===== src/rtl/cla_pkg.sv =====
// Shared constants and helpers for the carry-lookahead adder.
package cla_pkg;

    localparam int CLA_DEFAULT_WIDTH = 3;
    localparam int CLA_DEFAULT_GROUP = 4;

    // Number of lookahead groups; the top group may be narrower than grp.
    function automatic int cla_num_groups(input int n, input int grp);
        return (n + grp - 1) / grp;
    endfunction

endpackage


===== src/rtl/cla_adder_if.sv =====
// Operand/result bundle for cla_adder. With CLA_OVF_EN defined, carries the
// signed-overflow flag alongside the sum.
interface cla_adder_if #(parameter int N = cla_pkg::CLA_DEFAULT_WIDTH);

    logic         in_valid;
    logic [N-1:0] a;
    logic [N-1:0] b;
    logic         cin;
    logic [N-1:0] y;
    logic         cout;
    logic         out_valid;
`ifdef CLA_OVF_EN
    logic         ovf;

    modport master (output in_valid, a, b, cin, input y, cout, out_valid, ovf);
    modport slave  (input in_valid, a, b, cin, output y, cout, out_valid, ovf);
`else
    modport master (output in_valid, a, b, cin, input y, cout, out_valid);
    modport slave  (input in_valid, a, b, cin, output y, cout, out_valid);
`endif

endinterface


===== src/rtl/cla_adder_group.sv =====
// One lookahead group of up to GROUP bits: flat sum-of-products carries,
// group generate/propagate, and the sum slice.
module cla_group #(
    parameter int W = 4
) (
    input  logic [W-1:0] a,
    input  logic [W-1:0] b,
    input  logic         cin,
    output logic [W-1:0] s,
    output logic         g_grp,
    output logic         p_grp,
    output logic [W-1:0] c
);

    logic [W-1:0] g;
    logic [W-1:0] p;

    assign g = a & b;
    assign p = a ^ b;

    // Carry into bit i: OR of every generate term propagated up to i, plus
    // ci propagated through all lower bits. Unrolls to a two-level SOP.
    function automatic logic carry_into(input logic [W-1:0] gv, input logic [W-1:0] pv,
                                        input logic ci, input int i);
        logic acc;
        logic term;
        term = ci;
        for (int k = 0; k < i; k++) term &= pv[k];
        acc = term;
        for (int j = 0; j < i; j++) begin
            term = gv[j];
            for (int k = j + 1; k < i; k++) term &= pv[k];
            acc |= term;
        end
        return acc;
    endfunction

    always_comb begin
        c = '0;
        for (int i = 0; i < W; i++) c[i] = carry_into(g, p, cin, i);
    end

    assign g_grp = carry_into(g, p, 1'b0, W);
    assign p_grp = &p;
    assign s     = p ^ c;

endmodule


===== src/rtl/cla_adder.sv =====
// Registered N-bit carry-lookahead adder built from GROUP-bit lookahead blocks.
// Optional macro CLA_OVF_EN adds a registered two's-complement overflow flag.
module cla_adder
    import cla_pkg::*;
#(
    parameter int N     = CLA_DEFAULT_WIDTH,
    parameter int GROUP = CLA_DEFAULT_GROUP
) (
    input  logic        clk,
    input  logic        rst,
    cla_adder_if.slave  io
);

    localparam int NG = cla_num_groups(N, GROUP);

    logic [NG:0]   cg;
    logic [NG-1:0] gg;
    logic [NG-1:0] pg;
    logic [N-1:0]  sum;
    logic [N-1:0]  carry_all;

    assign cg[0] = io.cin;

    // Only group-level G/P ripple between groups, so depth scales with N/GROUP.
    for (genvar j = 0; j < NG; j++) begin : g_grp
        localparam int LO = j * GROUP;
        localparam int W  = (N - LO < GROUP) ? (N - LO) : GROUP;

        cla_group #(.W(W)) u_grp (
            .a     (io.a[LO +: W]),
            .b     (io.b[LO +: W]),
            .cin   (cg[j]),
            .s     (sum[LO +: W]),
            .g_grp (gg[j]),
            .p_grp (pg[j]),
            .c     (carry_all[LO +: W])
        );

        assign cg[j+1] = gg[j] | (pg[j] & cg[j]);
    end

    logic [N-1:0] y_q;
    logic         cout_q;
    logic         vld_q;

    always_ff @(posedge clk or posedge rst) begin
        if (rst) begin
            y_q    <= '0;
            cout_q <= 1'b0;
            vld_q  <= 1'b0;
        end else begin
            vld_q <= io.in_valid;
            if (io.in_valid) begin
                y_q    <= sum;
                cout_q <= cg[NG];
            end
        end
    end

    assign io.y         = y_q;
    assign io.cout      = cout_q;
    assign io.out_valid = vld_q;

`ifdef CLA_OVF_EN
    logic ovf_q;

    // Signed overflow: carry into the MSB differs from carry out of it.
    always_ff @(posedge clk or posedge rst) begin
        if (rst)              ovf_q <= 1'b0;
        else if (io.in_valid) ovf_q <= cg[NG] ^ carry_all[N-1];
    end

    assign io.ovf = ovf_q;
`else
    logic unused_carries;
    assign unused_carries = ^carry_all;
`endif

endmodule


===== src/flat_wrapper.sv =====
// flat-port wrapper written by rule: the top's interface ports become plain ports
module cla_adder_flat import cla_pkg::*;
#(
    parameter int N     = CLA_DEFAULT_WIDTH,
    parameter int GROUP = CLA_DEFAULT_GROUP
)
  (clk, rst, io_in_valid, io_a, io_b, io_cin, io_y, io_cout, io_out_valid);
  cla_adder_if #(.N(N)) io_i ();
  input  logic clk;
  input  logic rst;
  input wire logic [$bits(io_i.in_valid)-1:0] io_in_valid;
  input wire logic [$bits(io_i.a)-1:0] io_a;
  input wire logic [$bits(io_i.b)-1:0] io_b;
  input wire logic [$bits(io_i.cin)-1:0] io_cin;
  output wire logic [$bits(io_i.y)-1:0] io_y;
  output wire logic [$bits(io_i.cout)-1:0] io_cout;
  output wire logic [$bits(io_i.out_valid)-1:0] io_out_valid;
  assign io_i.in_valid = io_in_valid;
  assign io_i.a = io_a;
  assign io_i.b = io_b;
  assign io_i.cin = io_cin;
  assign io_y = io_i.y;
  assign io_cout = io_i.cout;
  assign io_out_valid = io_i.out_valid;
  cla_adder #(.N(N), .GROUP(GROUP)) u_core (.clk(clk), .rst(rst), .io(io_i));
endmodule

===== config.mk =====
export PLATFORM = sky130hd
export DESIGN_NAME = cla_adder_flat
export DESIGN_NICKNAME = d
export VERILOG_FILES = /design/src/rtl/cla_pkg.sv /design/src/rtl/cla_adder_if.sv /design/src/rtl/cla_adder_group.sv /design/src/rtl/cla_adder.sv /design/src/flat_wrapper.sv
export SDC_FILE = /design/constraint.sdc
export NUM_CORES = 1
export LEC_CHECK = 0
export BUFFER_PORTS_ARGS = -buffer_cell sky130_fd_sc_hd__buf_2
export CORE_AREA = 2 2 39 41
export CTS_CLUSTER_DIAMETER = 60
export DETAILED_ROUTE_END_ITERATION = 12
export DIE_AREA = 0 0 41 43
export HOLD_SLACK_MARGIN = 0.12
export PLACE_DENSITY_LB_ADDON = 0.25
export SLEW_MARGIN = 5
export SYNTH_ARGS = -nofsm -noshare
export SYNTH_HDL_FRONTEND = slang
export SYNTH_SLANG_ARGS = --single-unit

===== constraint.sdc =====
create_clock -name clk -period 0.9 [get_ports clk]
set_input_delay 0.09 -clock clk [delete_from_list [all_inputs] [get_ports clk]]
set_output_delay 0.09 -clock clk [all_outputs]
set_load 0.02 [all_outputs]

# Word-level counts from Yosys, hierarchy flattened
# Index checks and enable logic that the tools add are counted.
# classes
addsub,0
n_mul,0
n_div,0
magnitude_cmp,0
n_eq_ne,0
shifts,0
muxes,0
n_bitwise,15
n_reduce_logical,1
# op_table
op,n
$and 1x1->1,6
$or 1x1->1,6
$xor 3x3->3,2
$and 3x3->3,1
$reduce_and 3->1,1
# totals
regBits,5
latch_bits,0
mem_bits_rw,0
mem_bits_ro,0
input_bits,10
wordCells,19
mem_count,0

# Depth between registers and ports, before layout
# logic_depth
word_depth,6
ltp_mapped,5
ltp_nobuf,5

# By module
# From an unflattened synthesis, not the netlist that was laid out.
# hier_totals
hier_cells,28
area_unflattened_um2,329.1
# by_module_without_submodules
mod,n_inst,cells_per_inst,area_each_um2,seq_area_each_um2
cla_adder,1,12,176.4,125.1
cla_group,1,16,152.6,0.0

# Least setup slack after synthesis
# No wires, ideal clock.
# synth_path
path_type,input -> register
startpoint,input io_b[0]
endpoint,"register u_core.y_q[2], in the netlist u_core.io.y[2]"
arrival_ns,1.213
path_slack_ns,-0.432
cell_stages,5
path_buffers,0
path_cell_list,ha_1 > ha_1 > o21a_1 > or3_1 > a31o_1
# synth_between
elab_chain_cells,6
word_cells_on_any_way,8
# synth_rtl
element,line,source
from (decl),flat_wrapper.sv:13,input wire logic [$bits(io_i.b)-1:0] io_b;
$xor 3x3->3,cla_adder_group.sv:19,assign p = a ^ b;
$and 1x1->1 (2 in series),cla_adder_group.sv:28,for (int k = 0; k < i; k++) term &= pv[k];
$or 1x1->1 * (2 in series),cla_adder_group.sv:33,acc |= term;
$xor 3x3->3 *,cla_adder_group.sv:45,assign s = p ^ c;
to (signal assigned),cla_adder.sv:54,y_q <= sum;
to (decl),cla_adder.sv:42,logic [N-1:0] y_q;
# Every way passes the cells marked *; elsewhere a longest branch is shown, timed or not.
# A chain may end at the register's enable or synchronous reset.

# Worst setup path in the final report
# Same ends and word-level chain as after synthesis.

==> impl_summary.txt <==
----------------------------------------------------
[STA]
  Final setup vio count ... 1
  Hold Slack ... 0.139 ns
  Final Hold Viols ... 0
  Final cycle utilization of the critical path ... 121%
  Slew of the pin with the lowest slew margin ... 0.197 ns
  Fin worst setup slack ... -0.191 ns
  Rel. slew slack ... 86.9%
  Maximum clock rate ... 0.916 GHz
  Final critical path time including I/O delays and setup ... 1.09 ns
  Setup repair after global routing missed its margin ... true
  Number of max-slew violations in the final report ... 0
  Setup clock skew after layout ... 0 ns

[Logic synthesis]
  Syn Std Cell Area ... 293 sq um
  Leading area contributor after synthesis ... dfrtp_1
  Top cell type's share of synthesized area ... 42.7%
  Top area cells in the synthesized netlist ... dfrtp_1 43%, ha_1 17%, fa_1 6.8%
  Share of the yosys chip area belonging to registers ... 42.7%
  Yosys warning count ... 0
  Cells after Synth ... 25
  Count of state elements after synthesis ... 5
  Distinct cells, synth ... 14
  Net Count, Synth ... 40
  Synthesized area divided by synthesized cell count ... 11.7 sq um

[Global route]
  First-pass GRT wire length ... around 950 microns
  Total GRT Usage ... 8.26%
  Number of global-route vias before repair ... 261
  Antenna violations before repair ... 0
  Overflow left after global routing ... 0
  Pin count of the biggest net entering global routing ... 9

[Setup path]
  Longest individual stage delay on the worst path ... about 0.3 ns
  Setup crit end kind ... flop
  WP data required ... around 1 ns
  Top cell family by delay on the critical path ... adder cells
  Most frequent cell on the critical path ... ha_4
  Buffers & Inverters on Critical Path ... 1
  Arrival time at the worst endpoint ... 1.22 ns
  Worst-case reg-to-reg path depth ... 2
  Critical-path maximum fanout ... 2
  Critical register-to-register path startpoint ... u_core.io.y[2]$_DFFE_PP0P_
  FF-to-FF setup slack ... 0.12 ns
  Cell-by-cell listing of the critical path ... buf_8 -> ha_4 -> ha_4 -> o21a_1 -> or3_1 -> a31o_1
  Crit path max-delay cell type ... or3_1
  RR Endpoint ... u_core.io.y[2]$_DFFE_PP0P_
  Type of the setup path with the least slack ... in -> reg
  Worst Setup Start Kind ... input pin

[Clocking]
  Clock slew at reported path FFs ... 0.04 ns
  TritonCTS clock tree ... done
  Maximum buffer depth of the clock tree ... 2
  CTS HTree Levels ... 1
  Clock network latency to the later pin of the worst-skew pair ... roughly 0.24 ns
  Count of clock tree sinks ... 5
  Master cell of the clock root buffer ... clkbuf_4
  TritonCTS buffer count ... 3
  Number of buffers inserted to repair setup after CTS ... 0

[Drt]
  DR WL/cell ... ~9.2 microns
  Total wirelength of the detailed-routed design ... 590 microns
  Met3 wire len ... 46 microns
  Top sig layer ... met4
  ANT nets after route ... 0
  First-pass iteration count of the detailed router ... 1
  Post-route met1 wirelength ... 265 microns
  Violation count after the first detailed-route iteration ... 0
  Residual DRC ... 0
  Wire length on met2 ... 262 microns
  Average vias per placed instance ... around 4.0
  Number of vias in the routed layout ... 256

[Hold path]
  Classification of the worst-slack hold path ... in -> reg
  Worst hold path cell count ... 2
  Worst hold start ... io_in_valid
  Worst Hold Endpoint ... u_core.io.cout$_DFFE_PP0P_

[Run status]
  Failing checks ... negative setup slack
  Outcome ... finished, violations left

[Flow run]
  Count of max-cap constraint violations ... 0

[Floorplanning]
  Area of the core ... 1380 sq um
  Effective utilization at floorplan ... 21.2%
  Die outline width ... just over 40 microns
  Io pins ... 15
  Die area ... 1760 sq um
  Count of standard-cell rows ... 14
  Height of the die ... between 40 and 50 microns

[Power]
  Psw ... between 0.2 and 0.25 mW
  Comb power frac ... a little under a third
  Relative contribution of the clock network to total power ... 32.9%
  Max rail drop VDD ... 0.379 mV
  Switching Fraction ... 28.5%
  Internal ... 0.552 mW
  Total leakage power ... 0.238 nW
  Total power draw ... 0.772 mW
  Power density over cell area ... about 1500 nW/um^2
  Fraction of power consumed by sequential logic ... 35.3%

[Placed design]
  Cell Count Post-Placement ... 58
  Post-placement worst setup slack ... -0.477 ns
  Routability cong. ... about 0.66
  Number of buffers added on ports ... 14

[Layout]
  Antenna diodes ... 0
  Number of nets in the layout ... 64
  Share of cells above drive strength 1 ... a little over half
  Commonest non-fill, non-tap cells in the layout ... 12 x buf_2, 5 x dfrtp_1, 3 x clkbuf_4
  Final instance count without filler cells ... 64
  P&R area growth vs syn ... 72.2%
  Most common library cell in the layout ignoring fill and taps ... buf_2
  Fillers ... 153
  Post-layout utilization of the core ... 36.4%

----------------------------------------------------
cell families after synthesis:
group	share of synthesized area (%)
AOI/OAI and AO/OA	18.4
xor gates and xnor gates	2.99
adders and majority gates	23.9
buffers and inverters	1.28
DFF	42.7
muxes	3.85
and+or+nand+nor	6.84
worst register-to-register path, cell delays in order (launching register included):
cell,delay (ns)
dfrtp_1,0.36
nor2b_1,0.13
a31o_1,0.18
cell usage after synthesis (all sizes together):
library cell / number
dfrtp: 5
ha: 4
a21oi: 3
nor2: 2
o21a: 2
a211o: 1
a31o: 1
fa: 1
inv: 1
mux2: 1
nor2b: 1
o21ai: 1
or3: 1
xnor2: 1
state kept, by name, summed over array words and instances, names as in the netlist:
register	flops
u_core.io.cout	1
u_core.io.y	3
u_core.io.out_valid	1
how the worst max path moves through the flow:
stage                     cells after the start                    endpoint  slack [ns]     from
after floorplan                               5  u_core.io.y[2]$_DFFE_PP0P_       -0.30  io_b[0]
after global placement                        6  u_core.io.y[2]$_DFFE_PP0P_       -0.47  io_b[0]
after detailed placement                      6  u_core.io.y[2]$_DFFE_PP0P_       -0.48  io_b[0]
after CTS                                     6  u_core.io.y[2]$_DFFE_PP0P_       -0.19  io_b[0]
after global routing                          6  u_core.io.y[2]$_DFFE_PP0P_       -0.24  io_b[0]
final                                         6  u_core.io.y[2]$_DFFE_PP0P_       -0.19  io_b[0]
area by class of cell:
cell class	instances	area, sq um	area share (%)
multi-input cells	19	196	39.0
repair buffers	19	133	26.3
flip-flops and latches	5	125	24.8
clock buffers	4	26.3	5.21
well taps	16	20.0	3.97
inverters	1	3.75	0.744
layer usage:
metal  up-vias  GRT usage, %
li1        136             -
met1       104          9.09
met5         -             0
met3         2             0
met4         0          10.0
met2        14          12.2
power groups by stage:
stage	clock (mW)	sequential, mW	combinational, mW
4_1_cts	0.268	0.272	0.245
2_1_floorplan	0	0.315	0.0866
5_1_grt	0.275	0.276	0.273
3_5_place_dp	0	0.275	0.218
3_3_place_gp	0	0.273	0.219
6_report	0.254	0.272	0.246
through the flow:
step / setup TNS (ns) / cell area [sq um]
after floorplan: -0.315 / 308
after global placement: -1.24 / 420
after detailed placement: -1.25 / 420
after CTS: -0.193 / 497
after global routing: -0.243 / 504
final: -0.191 / 504
repair_timing:
item	in CTS	in global routing
hold buffers	2	0
hold endpoints to repair	6	0
endpoints found under the setup margin	2	2
resized for setup	6	2
pin swaps	1	1
No activity file was read; power rests on OpenSTA's default activity.
